==> config.mk <==
export PLATFORM = sky130hd
export DESIGN_NAME = seg7_scan_capture
export DESIGN_NICKNAME = d
export VERILOG_FILES = /design/src/rtl/seg7_scan_capture.sv
export SDC_FILE = /design/constraint.sdc
export NUM_CORES = 1
export LEC_CHECK = 0
export CORE_ASPECT_RATIO = 2
export CORE_MARGIN = 4
export CORE_UTILIZATION = 65
export CTS_CLUSTER_DIAMETER = 150
export CTS_CLUSTER_SIZE = 20
export DETAILED_ROUTE_END_ITERATION = 6
export DONT_BUFFER_PORTS = 1
export HOLD_SLACK_MARGIN = 0.03
export PLACE_DENSITY = 0.9
export SYNTH_ARGS = -nofsm -noshare
export SYNTH_HDL_FRONTEND = slang
export SYNTH_SLANG_ARGS = --single-unit
==> constraint.sdc <==
create_clock -name clk -period 6.8 [get_ports clk]
set_input_delay 0.68 -clock clk [delete_from_list [all_inputs] [get_ports clk]]
set_output_delay 0.68 -clock clk [all_outputs]
set_load 0.02 [all_outputs]
==> src/rtl/seg7_scan_capture.sv <==
`default_nettype none
// ---------------------------------------------------------------------------
// seg7_scan_capture - recovers hex digits from a multiplexed 7-segment bus through a stability filter.
// Build macro SEG7_ACTIVE_LOW_EN inverts seg_i/an_i for common-anode displays.  Rev 1.0
// ---------------------------------------------------------------------------
module seg7_scan_capture #(
  parameter int NUM_DIG    = 4,
  parameter int STABLE_CYC = 4
) (
  input  logic                 clk,
  input  logic                 rst_n,
  input  logic [6:0]           seg_i,
  input  logic [NUM_DIG-1:0]   an_i,
  output logic [4*NUM_DIG-1:0] dig_val_o,
  output logic [NUM_DIG-1:0]   dig_vld_o,
  output logic                 upd_o,
  output logic [2:0]           upd_idx_o,
  output logic [3:0]           upd_val_o,
  output logic                 err_o,
  output logic                 frame_o
);

  localparam int              CW       = $clog2(STABLE_CYC + 1);
  localparam logic [CW-1:0]   CNT_ONE  = CW'(1);
  localparam logic [CW-1:0]   CNT_LAST = CW'(STABLE_CYC - 1);
  localparam logic [1:0]      S_SEEK   = 2'd0;
  localparam logic [1:0]      S_TRACK  = 2'd1;
  localparam logic [1:0]      S_HOLD   = 2'd2;

  logic [6:0]           seg_in, seg_s1_q, seg_s2_q, ref_seg_q, ref_seg_d;
  logic [NUM_DIG-1:0]   an_in, an_s1_q, an_s2_q, ref_an_q, ref_an_d;
  logic [1:0]           state_q, state_d;
  logic [CW-1:0]        cnt_q, cnt_d;
  logic                 eval_q, eval_d;
  logic [4*NUM_DIG-1:0] dig_val_q, dig_val_d;
  logic [NUM_DIG-1:0]   dig_vld_q, dig_vld_d;
  logic                 upd_q, upd_d, err_q, err_d, frame_q, frame_d;
  logic [2:0]           upd_idx_q, upd_idx_d;
  logic [3:0]           upd_val_q, upd_val_d;
  logic [4:0]           dec;
  logic                 usable, match;

`ifdef SEG7_ACTIVE_LOW_EN
  assign seg_in = ~seg_i;
  assign an_in  = ~an_i;
`else
  assign seg_in = seg_i;
  assign an_in  = an_i;
`endif

  // Returns {legal, value}; blank and illegal patterns both report legal=0.
  function automatic logic [4:0] seg_decode(input logic [6:0] s);
    case (s)
      7'h3F: seg_decode = 5'h10;  7'h06: seg_decode = 5'h11;
      7'h5B: seg_decode = 5'h12;  7'h4F: seg_decode = 5'h13;
      7'h66: seg_decode = 5'h14;  7'h6D: seg_decode = 5'h15;
      7'h7D: seg_decode = 5'h16;  7'h07: seg_decode = 5'h17;
      7'h7F: seg_decode = 5'h18;  7'h67: seg_decode = 5'h19;
      7'h77: seg_decode = 5'h1A;  7'h7C: seg_decode = 5'h1B;
      7'h39: seg_decode = 5'h1C;  7'h5E: seg_decode = 5'h1D;
      7'h79: seg_decode = 5'h1E;  7'h71: seg_decode = 5'h1F;
      default: seg_decode = 5'h00;
    endcase
  endfunction

  assign usable = $onehot(an_s2_q);
  assign match  = (seg_s2_q == ref_seg_q) && (an_s2_q == ref_an_q);

  always_ff @(posedge clk) begin
    if (!rst_n) begin
      seg_s1_q  <= '0;  seg_s2_q  <= '0;
      an_s1_q   <= '0;  an_s2_q   <= '0;
      ref_seg_q <= '0;  ref_an_q  <= '0;
      state_q   <= S_SEEK;
      cnt_q     <= '0;
      eval_q    <= 1'b0;
      dig_val_q <= '0;  dig_vld_q <= '0;
      upd_q     <= 1'b0; upd_idx_q <= '0; upd_val_q <= '0;
      err_q     <= 1'b0; frame_q   <= 1'b0;
    end else begin
      seg_s1_q  <= seg_in;    seg_s2_q  <= seg_s1_q;
      an_s1_q   <= an_in;     an_s2_q   <= an_s1_q;
      ref_seg_q <= ref_seg_d; ref_an_q  <= ref_an_d;
      state_q   <= state_d;
      cnt_q     <= cnt_d;
      eval_q    <= eval_d;
      dig_val_q <= dig_val_d; dig_vld_q <= dig_vld_d;
      upd_q     <= upd_d;     upd_idx_q <= upd_idx_d; upd_val_q <= upd_val_d;
      err_q     <= err_d;     frame_q   <= frame_d;
    end
  end

  always_comb begin
    state_d   = state_q;
    cnt_d     = cnt_q;
    ref_seg_d = ref_seg_q;
    ref_an_d  = ref_an_q;
    eval_d    = 1'b0;
    if (!usable) begin
      state_d = S_SEEK;
      cnt_d   = '0;
    end else if (state_q != S_SEEK && match) begin
      // HOLD leaves cnt parked at STABLE_CYC so it never wraps.
      if (state_q == S_TRACK) begin
        cnt_d = cnt_q + CNT_ONE;
        if (cnt_q == CNT_LAST) begin
          state_d = S_HOLD;
          eval_d  = 1'b1;
        end
      end
    end else begin
      ref_seg_d = seg_s2_q;
      ref_an_d  = an_s2_q;
      cnt_d     = CNT_ONE;
      if (STABLE_CYC == 1) begin
        state_d = S_HOLD;
        eval_d  = 1'b1;
      end else begin
        state_d = S_TRACK;
      end
    end
  end

  always_comb begin
    dec       = seg_decode(ref_seg_q);
    dig_val_d = dig_val_q;
    dig_vld_d = dig_vld_q;
    upd_d     = 1'b0;
    upd_idx_d = '0;
    upd_val_d = '0;
    err_d     = 1'b0;
    if (eval_q) begin
      if (dec[4]) begin
        upd_d     = 1'b1;
        upd_val_d = dec[3:0];
      end else if (ref_seg_q != 7'h00) begin
        err_d = 1'b1;
      end
      for (int k = 0; k < NUM_DIG; k++) begin
        if (ref_an_q[k]) begin
          if (dec[4]) begin
            dig_val_d[4*k +: 4] = dec[3:0];
            dig_vld_d[k]        = 1'b1;
            upd_idx_d           = 3'(k);
          end else if (ref_seg_q == 7'h00) begin
            dig_vld_d[k] = 1'b0;
          end
        end
      end
    end
    frame_d = upd_d & ref_an_q[NUM_DIG-1] & (&dig_vld_d);
  end

  assign dig_val_o = dig_val_q;
  assign dig_vld_o = dig_vld_q;
  assign upd_o     = upd_q;
  assign upd_idx_o = upd_idx_q;
  assign upd_val_o = upd_val_q;
  assign err_o     = err_q;
  assign frame_o   = frame_q;

endmodule
`default_nettype wire

==> metrics.txt <==
Crit Path Class=flop to flop; Mapped Area=2910 sq um; layout net count=318; max-slew violations=0; initial DRC count=59; Avg Synthesized Cell Area=9.44 sq um; Clk pin slew, worst setup/hold paths=70 ps; # hold bufs at CTS=0; Inserted Clock Buffers=9; via/cell ratio=6.16; Max VDD drop=0.227 mV; Ports=43; Final Util=71.6%; HPWL after DPL=4200 um; CP delay by family, top=adder cells; P&R area growth vs syn=6.75%; number of synthesized register bits=68; # rows=34; count leader, synth=dfxtp_1; CTS root buf=clkbuf_8; actual slew at the worst max-slew pin=699 ps; required time of the critical path=7060 ps; core footprint=4340 sq um; cell taking the most area after synthesis=dfxtp_1; TNS Setup=0 ps; Hold Vio Cnt, Final=0; DRT Pass-1 Iters=5; relative slew slack=53.0%; H-tree Lvls=3; die width=55.3 um; Final Setup Violations=0; status=completed; YS warnings=0; clk buf depth=2; via count=2212; Setup crit start kind=flop; worst-path maximum fanout=13; RSZ-0062 raised after global routing=false; max_cap viols=0; largest net degree at the start of global routing=51; synth cell count leaders=dfxtp_1, nand2_1, and2_1; overflow left after global routing=0; Power Density=264 nW/um^2; Fmax=388 MHz; Die H=103 um; crit end category=flop; ys flop type=dfxtp_1; worst skew pair latency=340 ps; Fin Hold WS=429 ps; Routed WL=6200 um; initial antenna violation count=0; Total GRT Usage=22.4%; crit path cell chain=inv_1 -> fa_1 -> inv_1 -> ha_1 -> ha_1 -> nor2_1 -> and2_1 -> nand3_1 -> a211oi_1; async set-or-reset flop fraction in the synthesized netlist=0%; Initial Util=67.0%; Setup Fix Bufs, Post-CTS=0; WL/cell=17.3 um; CP max stage delay=540 ps; skew final=9.41 ps; total clock sinks=68; TritonCTS clock tree=yes; number of global-route vias before repair=2198; number of diodes=0; post_cts resized=0; slowest library cell on the worst path=fa_1; Syn Inst Count=308; die area=5670 sq um; DRC Markers=0; syn nets=326; Tot Pwr=819 uW; Antenna Nets Post-Route=0; sequential area share after synthesis=46.8%; Final period util=37.9%; minimum clock period=2580 ps; GPL Wtd Cong=0.833; Netlist cell types=48; non-filler cells, final=359; Worst Hold Class=flop to flop; Fill cells=335; EDFF count, synth=0; share of cells above drive strength 1=9.84%; WP buf/inv=2; crit path DAT=2830 ps; first-pass GRT wire length=9930 um; dpl cells=343; Pleak=0.00112 uW; number of I/O port buffers=0; Area contributors post-synth=dfxtp_1, and2_1, mux2i_1; post-synth top area share=46.8%
[metal layers]
layer / routed length [um] / GRT usage (%)
met5: 0 / 0
met4: 210 / 15.0
met3: 365 / 6.02
met2: 3450 / 40.9
met1: 2170 / 21.9
[flip-flops by register name, indices dropped and copies added (netlist names)]
register	flops
frame_o	1
upd_idx_o	2
ref_an_q	4
an_s2_q	4
err_o	1
an_s1_q	4
dig_vld_o	4
cnt_q	3
ref_seg_q	7
seg_s1_q	7
upd_val_o	4
upd_o	1
eval_q	1
state_q	2
seg_s2_q	7
dig_val_o	16
[path summary, 6_finish.rpt]
| kind | slack [ps] | endpoint | startpoint | cells after the start |
|---|---|---|---|---|
| min | 430 | seg_s2_q[0] | seg_s1_q[0] | 1 |
| max reg2reg | 4220 | cnt_q[2] | an_s2_q[0] | 9 |
| max | 4220 | cnt_q[2] | an_s2_q[0] | 9 |
| min reg2reg | 430 | seg_s2_q[0] | seg_s1_q[0] | 1 |
[cells by family after synthesis]
kind of cell	count (synthesis)	share of synthesized area, %
AO/OA/AOI/OAI	63	15.7
XOR/XNOR	13	3.91
adder cells (fa/ha/maj)	5	2.41
buffers and inverters	31	4.60
flip-flops	68	46.8
multiplexers	11	3.79
other	1	0.129
AND/OR/NAND/NOR	116	22.7
[where the power goes]
group          switching (uW)  leakage, uW  total, uW  internal, uW
registers                10.1     0.000553        418           408
logic                    23.7     0.000456       38.9          15.2
clock network             146     0.000107        362           216
[placed cells by master, fill, tap and decap left out, types with 2 or more instances in the layout]
cell type / synthesis / layout
and3_4: 2 / 2
nor3_2: 5 / 5
o22ai_1: 5 / 5
o21a_1: 7 / 7
nor2_1: 13 / 13
bufinv_16: 0 / 2
dfxtp_1: 68 / 68
nand2_1: 29 / 29
nor4_1: 3 / 3
inv_1: 11 / 11
a31oi_1: 3 / 3
o21ai_0: 15 / 15
nand3_1: 14 / 14
and2_1: 25 / 25
a31oi_4: 4 / 4
ha_1: 4 / 4
o2bb2ai_1: 2 / 2
or3_1: 2 / 2
a21oi_1: 17 / 17
clkbuf_1: 11 / 2
mux2i_1: 11 / 11
a211oi_1: 2 / 2
nand3b_1: 4 / 4
or4_1: 5 / 5
xor2_1: 12 / 12
nand2b_1: 6 / 6
clkbuf_8: 0 / 10
a211o_1: 2 / 2
[per-stage QoR]
stage | setup WS (ps) | cell area [sq um]
global placement | 4420 | 2890
CTS | 4220 | 3110
floorplan | 4570 | 2910
global route | 4000 | 3110
finish | 4220 | 3110
detailed placement | 4260 | 2890
[final cells by class]
type | instances | area, sq um | area share (%)
Clock buffer | 12 | 145 | 4.67
Clock inverter | 4 | 72.6 | 2.34
Sequential cell | 68 | 1360 | 43.8
Multi-Input combinational cell | 209 | 1410 | 45.5
Tap cell | 54 | 67.6 | 2.18
Inverter | 12 | 45.0 | 1.45
No activity file was read; power rests on OpenSTA's default activity.
